$ cat src/rtl/regfile_wb_arbiter.sv
// regfile_wb_arbiter: two requester FIFOs (A = ALU path, B = multi-cycle/load path)
// are round-robin arbitrated onto the single register-file write port. A registered
// write stage drives rd/busW/writeEnable. Hazard outputs flag source registers that
// still have a write pending in either FIFO or in the write stage.
module regfile_wb_arbiter #(
    parameter int DEPTH = 4,
    parameter int CNT_W = 3
) (
    input  logic             clk,
    input  logic             reset,
    input  logic             a_valid,
    output logic             a_ready,
    input  logic [4:0]       a_rd,
    input  logic [31:0]      a_data,
    input  logic             b_valid,
    output logic             b_ready,
    input  logic [4:0]       b_rd,
    input  logic [31:0]      b_data,
    output logic [4:0]       rd,
    output logic [31:0]      busW,
    output logic             writeEnable,
    input  logic [4:0]       rs,
    input  logic [4:0]       rt,
    output logic             hazard_a,
    output logic             hazard_b,
    output logic [CNT_W-1:0] a_count,
    output logic [CNT_W-1:0] b_count,
    output logic             idle
);

    localparam int PTR_W = $clog2(DEPTH);

    // Which requester won the most recent contended arbitration.
    typedef enum logic {
        GRANT_A = 1'b0,
        GRANT_B = 1'b1
    } grant_t;

    // Requester inputs gathered into index-0 = A, index-1 = B form.
    logic [1:0]             req_valid;
    logic [1:0][4:0]        req_rd;
    logic [1:0][31:0]       req_data;

    // Per-FIFO status exported out of the generate loop.
    logic [1:0]             full_vec;
    logic [1:0]             nonempty_vec;
    logic [1:0]             ready_vec;
    logic [1:0]             match_rs_vec;
    logic [1:0]             match_rt_vec;
    logic [1:0][4:0]        head_rd_vec;
    logic [1:0][31:0]       head_data_vec;
    logic [1:0][CNT_W-1:0]  count_vec;

    // Arbiter decision for this cycle (one-hot, or zero when both FIFOs are empty).
    logic [1:0]             grant;
    grant_t                 last_grant_reg;
    grant_t                 last_grant_next;

    // Registered write stage.
    logic [4:0]             rd_reg;
    logic [31:0]            busw_reg;
    logic                   we_reg;
    logic [4:0]             sel_rd;
    logic [31:0]            sel_data;

    assign req_valid = {b_valid, a_valid};
    assign req_rd    = {b_rd, a_rd};
    assign req_data  = {b_data, a_data};

    for (genvar gi = 0; gi < 2; gi++) begin : g_fifo
        logic [4:0]       rd_mem   [DEPTH];
        logic [31:0]      data_mem [DEPTH];
        logic [PTR_W-1:0] wr_ptr_reg;
        logic [PTR_W-1:0] rd_ptr_reg;
        logic [CNT_W-1:0] count_reg;
        logic [DEPTH-1:0] occupied;
        logic [DEPTH-1:0] slot_rs;
        logic [DEPTH-1:0] slot_rt;
        logic             push;
        logic             pop;

        assign full_vec[gi]     = (count_reg == CNT_W'(DEPTH));
        assign nonempty_vec[gi] = (count_reg != '0);
        // Ready depends only on registered occupancy; held low while in reset.
        assign ready_vec[gi]    = reset && !full_vec[gi];
        // A push while full is dropped even if the same edge pops.
        assign push             = req_valid[gi] && ready_vec[gi];
        assign pop              = grant[gi];
        assign head_rd_vec[gi]   = rd_mem[rd_ptr_reg];
        assign head_data_vec[gi] = data_mem[rd_ptr_reg];
        assign count_vec[gi]     = count_reg;

        // Entry storage: written on push, never reset (occupancy comes from the pointers).
        always_ff @(posedge clk) begin
            if (push) begin
                rd_mem[wr_ptr_reg]   <= req_rd[gi];
                data_mem[wr_ptr_reg] <= req_data[gi];
            end
        end

        // Pointer and occupancy bookkeeping; pointers wrap naturally modulo DEPTH.
        always_ff @(posedge clk or negedge reset) begin
            if (!reset) begin
                wr_ptr_reg <= '0;
                rd_ptr_reg <= '0;
                count_reg  <= '0;
            end else begin
                if (push) begin
                    wr_ptr_reg <= wr_ptr_reg + PTR_W'(1);
                end
                if (pop) begin
                    rd_ptr_reg <= rd_ptr_reg + PTR_W'(1);
                end
                case ({push, pop})
                    2'b10:   count_reg <= count_reg + CNT_W'(1);
                    2'b01:   count_reg <= count_reg - CNT_W'(1);
                    default: count_reg <= count_reg;
                endcase
            end
        end

        // A slot is live when its distance from the read pointer is below the count.
        for (genvar si = 0; si < DEPTH; si++) begin : g_slot
            logic [PTR_W-1:0] offset;
            assign offset       = PTR_W'(si) - rd_ptr_reg;
            assign occupied[si] = (CNT_W'(offset) < count_reg);
            assign slot_rs[si]  = occupied[si] && (rd_mem[si] == rs);
            assign slot_rt[si]  = occupied[si] && (rd_mem[si] == rt);
        end

        assign match_rs_vec[gi] = |slot_rs;
        assign match_rt_vec[gi] = |slot_rt;
    end

    // Round-robin arbitration; last_grant only moves when both FIFOs compete.
    always_comb begin
        grant           = 2'b00;
        last_grant_next = last_grant_reg;
        if (nonempty_vec[0] && nonempty_vec[1]) begin
            if (last_grant_reg == GRANT_B) begin
                grant           = 2'b01;
                last_grant_next = GRANT_A;
            end else begin
                grant           = 2'b10;
                last_grant_next = GRANT_B;
            end
        end else if (nonempty_vec[0]) begin
            grant = 2'b01;
        end else if (nonempty_vec[1]) begin
            grant = 2'b10;
        end
    end

    // Head of the granted FIFO feeds the write stage.
    always_comb begin
        sel_rd   = head_rd_vec[0];
        sel_data = head_data_vec[0];
        if (grant[1]) begin
            sel_rd   = head_rd_vec[1];
            sel_data = head_data_vec[1];
        end
    end

    // Arbiter state register.
    always_ff @(posedge clk or negedge reset) begin
        if (!reset) begin
            last_grant_reg <= GRANT_B;
        end else begin
            last_grant_reg <= last_grant_next;
        end
    end

    // Write stage: r0 entries are consumed but never strobe the register file.
    always_ff @(posedge clk or negedge reset) begin
        if (!reset) begin
            rd_reg   <= '0;
            busw_reg <= '0;
            we_reg   <= 1'b0;
        end else if (grant != 2'b00) begin
            rd_reg   <= sel_rd;
            busw_reg <= sel_data;
            we_reg   <= (sel_rd != 5'd0);
        end else begin
            we_reg   <= 1'b0;
        end
    end

    assign a_ready     = ready_vec[0];
    assign b_ready     = ready_vec[1];
    assign a_count     = count_vec[0];
    assign b_count     = count_vec[1];
    assign rd          = rd_reg;
    assign busW        = busw_reg;
    assign writeEnable = we_reg;

    // Hazards look only at stored state; r0 never conflicts.
    assign hazard_a = (rs != 5'd0) &&
                      ((|match_rs_vec) || (we_reg && (rd_reg == rs)));
    assign hazard_b = (rt != 5'd0) &&
                      ((|match_rt_vec) || (we_reg && (rd_reg == rt)));

    assign idle = !nonempty_vec[0] && !nonempty_vec[1] && !we_reg;

endmodule

$ cat config.mk
export PLATFORM = sky130hd
export DESIGN_NAME = regfile_wb_arbiter
export DESIGN_NICKNAME = d
export VERILOG_FILES = /design/src/rtl/regfile_wb_arbiter.sv
export SDC_FILE = /design/constraint.sdc
export NUM_CORES = 1
export LEC_CHECK = 0
export ABC_AREA = 1
export CAP_MARGIN = 20
export CORE_AREA = 2 2 169 171
export CTS_CLUSTER_SIZE = 24
export DETAILED_ROUTE_END_ITERATION = 10
export DIE_AREA = 0 0 171 173
export PLACE_DENSITY = 0.76
export SYNTH_ARGS = -nofsm -noshare
export SYNTH_HDL_FRONTEND = slang
export SYNTH_SLANG_ARGS = --single-unit
$ cat constraint.sdc
create_clock -name clk -period 5.1 [get_ports clk]
set_clock_uncertainty 0.2 [all_clocks]
set_input_delay 1.02 -clock clk [delete_from_list [all_inputs] [get_ports clk]]
set_output_delay 1.02 -clock clk [all_outputs]
set_load 0.02 [all_outputs]
=== Word level (Yosys, flattened, before mapping) ===
Memories as Yosys holds them, arrays and structs flattened.
Index checks and enable logic that the tools add are counted.

* Bits in writable memories: 296
* Bits in registers: 53
* Memories: 4
* Bits of input ports: 88

* Multiplexer cells: 14
* Reductions and logical operators: 44
* Order comparisons: 8
* Eq/ne operators: 24
* Add/sub/neg operators: 16

{| class="wikitable"
|+ Memories
! name !! words !! width !! read ports !! clocked after memory_dff !! wr ports !! line !! text
|-
| g_fifo[0].data_mem || 4 || 32 || 1 || 0 || 1 || 72 || <nowiki>logic [31:0] data_mem [DEPTH];</nowiki>
|-
| g_fifo[1].data_mem || 4 || 32 || 1 || 0 || 1 || 72 ||
|-
| g_fifo[0].rd_mem || 4 || 5 || 5 || 0 || 1 || 71 || <nowiki>logic [4:0] rd_mem [DEPTH];</nowiki>
|-
| g_fifo[1].rd_mem || 4 || 5 || 5 || 0 || 1 || 71 ||
|}

{| class="wikitable"
|+ Operators by type and width
! operator !! number
|-
| 5-bit equality test || 18
|-
| 32-bit two-way mux || 1
|-
| 1-bit logical AND || 27
|-
| 2-bit by 3-bit < comparator with 1-bit output || 8
|-
| 8-bit OR reduction || 2
|-
| 5-bit nonzero test || 3
|-
| 3-bit one-hot mux with 2 select lines || 2
|-
| 2-bit by 1-bit adder with 2-bit output, second input constant || 4
|-
| 2-bit two-way mux || 4
|-
| 1-bit by 2-bit subtractor with 2-bit output, first input constant || 4
|-
| 2-bit subtractor, first input constant || 4
|-
| 3-bit by 1-bit adder with 3-bit output, second input constant || 2
|-
| 3-bit equality test, second input constant || 2
|-
| 1-bit two-way mux || 6
|-
| 2-bit nonzero test || 3
|-
| 3-bit nonzero test || 2
|-
| 3-bit by 1-bit subtractor with 3-bit output, second input constant || 2
|-
| 1-bit zero test || 5
|-
| 5-bit two-way mux || 1
|-
| 2-bit by 1-bit equality test with 1-bit output, second input constant || 2
|-
| 2-bit equality test, second input constant || 2
|-
| 1-bit logical OR || 2
|}

=== Depth between registers and ports, before layout ===
* Depth in word-level cells: 7
* Depth in mapped cells: 18

=== Worst setup path before layout ===
OpenSTA, ideal clock, no wires.

* Path kind: input to register
* Start point: in reset
* End point: mem g_fifo[1].data_mem[0][0] (enable)
* Buffers on the path: 0
* Stages: 4
* Library setup time: 0.431 ns
* Data arrival time: 3.386 ns
* Slack: 1.082 ns
* Data required time: 4.469 ns
* Path through: inv_1 a31oi_1 nand2_1 nor2_1

* Cells in the longest elaborated chain, start to end: 4

{| class="wikitable"
|+ Ends and longest elaborated chain
! what !! line !! text
|-
| start: declaration || 10 || <nowiki>input logic reset,</nowiki>
|-
| 1-bit logical AND || 85 || <nowiki>assign ready_vec[gi] = reset && !full_vec[gi];</nowiki>
|-
| named net b_ready || 16 || <nowiki>output logic b_ready,</nowiki>
|-
| 1-bit logical AND || 87 || <nowiki>assign push = req_valid[gi] && ready_vec[gi];</nowiki>
|-
| 1-bit two-way mux || 95 || <nowiki>if (push) begin</nowiki>
|-
| 1-bit two-way mux (not written as such) || 97 || <nowiki>data_mem[wr_ptr_reg] <= req_data[gi];</nowiki>
|-
| end: declaration || 72 ||
|}

The timed path passes the listed nets, and every way through them passes these cells.

=== Worst setup path after layout ===
* Start point: in rt[0]
* End point: out hazard_b

* Cells in the longest elaborated chain, start to end: 5
* Elaborated cells between the ends (all ways): 22
* Those cells by class: 9 x eq/ne; 13 x reduce/logical

{| class="wikitable"
|+ Ends and longest elaborated chain
! what !! line !! text
|-
| start: declaration || 23 || <nowiki>input logic [4:0] rt,</nowiki>
|-
| 5-bit equality test || 128 || <nowiki>assign slot_rt[si] = occupied[si] && (rd_mem[si] == rt);</nowiki>
|-
| 1-bit logical AND || 128 ||
|-
| 8-bit OR reduction || 200 || <nowiki>((|match_rt_vec) || (we_reg && (rd_reg == rt)));</nowiki>
|-
| 1-bit logical OR || 200 ||
|-
| 1-bit logical AND (*) || 199 || <nowiki>assign hazard_b = (rt != 5'd0) &&</nowiki>
|-
| end: declaration || 25 || <nowiki>output logic hazard_b,</nowiki>
|}

Mark *: on every way between the ends. The rest lies on a longest branch, timed or not.

==> flow_metrics.env <==
export IMPL_run_status="finished, final reports clean"
export IMPL_synth_compound_area_share_pct=4.33
export IMPL_cts_sinks=349
export IMPL_dr_first_iter_drc_count=1212
export IMPL_max_clock_freq_mhz=216
export IMPL_critical_path_required_ns=3.88
export IMPL_drc=0
export IMPL_grt_pass1_vias=10100
export IMPL_async_flop_share_pct=15.2
export IMPL_die_w_um=171
export IMPL_grt_usage_pct=26.3
export IMPL_met3WireLength_um=3180
export IMPL_io_buffers=136
export IMPL_cts_buffer_depth=3
export IMPL_wl_met1_um=15600
export IMPL_gp_congestion=0.961
export IMPL_post_route_util_pct=64.9
export IMPL_slew_headroom_pct=25.1
export IMPL_synthAdderAreaFrac_pct=1.77
export IMPL_muxShareOfSynthArea_pct=0
export IMPL_cp_start_kind="primary input"
export IMPL_via_per_inst=5.51
export IMPL_synth_distinct_cells=30
export IMPL_p_total_mw=10.3
export IMPL_synth_cells=1321
export IMPL_ios=137
export IMPL_ir_drop_mv=0.403
export IMPL_cts_root_buf="clkbuf_16"
export IMPL_largest_register="g_fifo.data_mem"
export IMPL_rows=61
export IMPL_fin_crit_ns=4.64
export IMPL_grt_max_degree=54
export IMPL_antenna_left=0
export IMPL_htreeDepth=2
export IMPL_hold_start="busW[0]"
export IMPL_period_share_pct=90.9
export IMPL_hold_depth=2
export IMPL_rsz0062_at_grt="no"
export IMPL_avgSynthCellArea_um2=11.3
export IMPL_synth_ff_type="edfxtp_1"
export IMPL_synth_simple_gate_area_share_pct=18.2
export IMPL_path_class="primary input to output pin"
export IMPL_critPathMaxFanout=10
export IMPL_postPlaceCellArea_um2=16800
export IMPL_numCtsBuffers=36
export IMPL_powerDensity_nw_per_um2=574
export IMPL_crit_arrival_ns=3.42
export IMPL_drt_total_wl_um=38500
export IMPL_finalSetupViolCount=0
export IMPL_post_route_cell_area_um2=17900
export IMPL_drive_gt1_share_pct=6.49
export IMPL_highest_layer="met4"
export IMPL_antenna_found_initial=1
export IMPL_r2r_end="b_count[2]"
export IMPL_wl_met2_um=18600
export IMPL_fp_dieH_um=173
export IMPL_vias=10300
export IMPL_grt_first_pass_wirelength_um=58600
export IMPL_fin_nets=1576
export IMPL_seq_area_um2=10200
export IMPL_grt_ovfl_total=0
export IMPL_clk_pin_slew_ns=0.06
export IMPL_largest_register_ffs=256
export IMPL_p_leak_nw=6.85
export IMPL_clk_insertion_delay_late_ns=0.52
export IMPL_synth_fp_nets=1429
export IMPL_area_growth_pct=19.7
export IMPL_netlist_area_um2=15000
export IMPL_hold_viol=0
export IMPL_cts_tree="yes"
export IMPL_dr_pass1_iters=5
export IMPL_synth_xor_area_share_pct=3.62
export IMPL_synth_edf_count=296
export IMPL_yosysWarnings=0
export IMPL_r2r_setup_slack_ns=2.20
export IMPL_cts_resized=0
export IMPL_die_area_um2=29600
export IMPL_drv_cap=0
export IMPL_wl_per_cell_um=20.6
export IMPL_critPathCaptureType="output pin"
export IMPL_yosysSeqAreaShare_pct=68.2
export IMPL_core_um2=27600
export IMPL_start_util_pct=54.2
export IMPL_post_cts_buffers=0
export IMPL_hpwl_um=25600
export IMPL_synth_top_family_by_area="simple AND/OR/NAND/NOR gates"
export IMPL_reg2reg_depth=10
export IMPL_fill_cells=2098
export IMPL_finalSetupTns_ns=0
export IMPL_min_to="busW[0]"
export IMPL_hold_path_class="flop to flop"
export IMPL_multi_input_area_um2=4250
export IMPL_r2r_start="a_count[1]"
export IMPL_synth_seq_cells=349
export IMPL_finalMaxSlewViolations=0
export IMPL_hold_buffers=0
export IMPL_tightest_slew_ns=1.12
[cell families after synthesis]
logic type / after synthesis
simple gates: 653
flops: 349
buf+inv: 138
compound gates: 99
xor+xnor: 62
fa+ha+maj: 20
[metrics by stage]
stage | worst slack [ns] | instances | hold slack (ns)
3_3_place_gp | 0.452 | 1808 | 0.262
5_1_grt | 0.280 | 1872 | 0.311
3_5_place_dp | 0.489 | 1808 | 0.271
2_1_floorplan | 1.08 | 1321 | 0.347
6_report | 0.464 | 1874 | 0.292
4_1_cts | 0.483 | 1872 | 0.289
[per-layer routing]
| layer | GRT usage (%) | vias up |
|---|---|---|
| met5 | 0 | - |
| met4 | 8.79 | 0 |
| met3 | 4.74 | 65 |
| met2 | 42.9 | 453 |
| met1 | 36.0 | 4961 |
| li1 | - | 4840 |
[synth_stat cells, drive strengths merged, types with 2 or more instances]
| cell type | count | share of area [%] |
|---|---|---|
| a21oi | 15 | 0.50 |
| a22oi | 49 | 2.5 |
| a31oi | 2 | 0.083 |
| buf | 45 | 1.6 |
| clkbuf | 9 | 0.23 |
| dfrtp | 52 | 8.7 |
| edfxtp | 296 | 59 |
| fa | 2 | 0.27 |
| ha | 18 | 1.5 |
| inv | 83 | 2.1 |
| nand2 | 432 | 11 |
| nand3 | 78 | 2.7 |
| nand4 | 57 | 2.4 |
| nor2 | 81 | 2.1 |
| nor3 | 4 | 0.13 |
| o21ai | 29 | 1.0 |
| o22ai | 3 | 0.13 |
| xnor2 | 35 | 2.0 |
| xor2 | 27 | 1.6 |
[area by class of cell]
| cell class | instances | area share (%) |
|---|---|---|
| antenna | 2 | 0.0279 |
| clock buffer | 49 | 5.53 |
| clock inverter | 15 | 0.705 |
| inverter | 84 | 1.76 |
| multi-input combinational | 834 | 23.7 |
| sequential | 349 | 57.0 |
| tap | 378 | 2.64 |
| timing repair buffer | 163 | 8.69 |
[worst max-delay path by stage]
stage	startpoint	endpoint	slack (ns)	cells after the start
2_1_floorplan	reset	g_fifo[1].data_mem[0][0]	1.08	4
3_3_place_gp	rt[0]	hazard_b	0.45	13
3_5_place_dp	rt[0]	hazard_b	0.49	13
4_1_cts	rt[0]	hazard_b	0.48	12
5_1_grt	rt[0]	hazard_b	0.28	12
6_report	rt[0]	hazard_b	0.46	12
[power by group]
group | leakage [nW] | internal [mW] | total [mW] | switching [mW]
clock | 0.542 | 1.46 | 2.52 | 1.06
sequential | 3.30 | 3.61 | 3.94 | 0.326
combinational | 3.01 | 1.28 | 3.83 | 2.55
total | 6.85 | 6.36 | 10.3 | 3.93
[critical path, stage by stage]
cell             delay, ns
clkdlybuf4s50_1       0.86
inv_1                 0.26
nand2_1               0.11
nand2_1               0.05
nor2_1                0.10
nand2_1               0.05
o21ai_0               0.14
nor2_1                0.06
nand3_1               0.06
nand2_1               0.05
inv_1                 0.05
clkdlybuf4s50_1       0.59
[layout by cell type (no fill, tap or decap), drive strengths merged]
cell type / n
clkdlybuf4s50: 135
clkbuf: 49
diode: 2
a21oi: 15
nor3: 4
xor2: 27
dfstp: 1
inv: 85
o21ai: 29
buf: 28
edfxtp: 296
nand3: 78
a22oi: 49
dfrtp: 52
clkinv: 11
a21boi: 1
clkinvlp: 1
nand2: 432
nand4: 57
fa: 2
xnor2: 35
ha: 18
nor2: 81
bufinv: 2
nand3b: 1
o22ai: 3
a31oi: 2
Note: power is estimated with default switching activity, not from simulation.
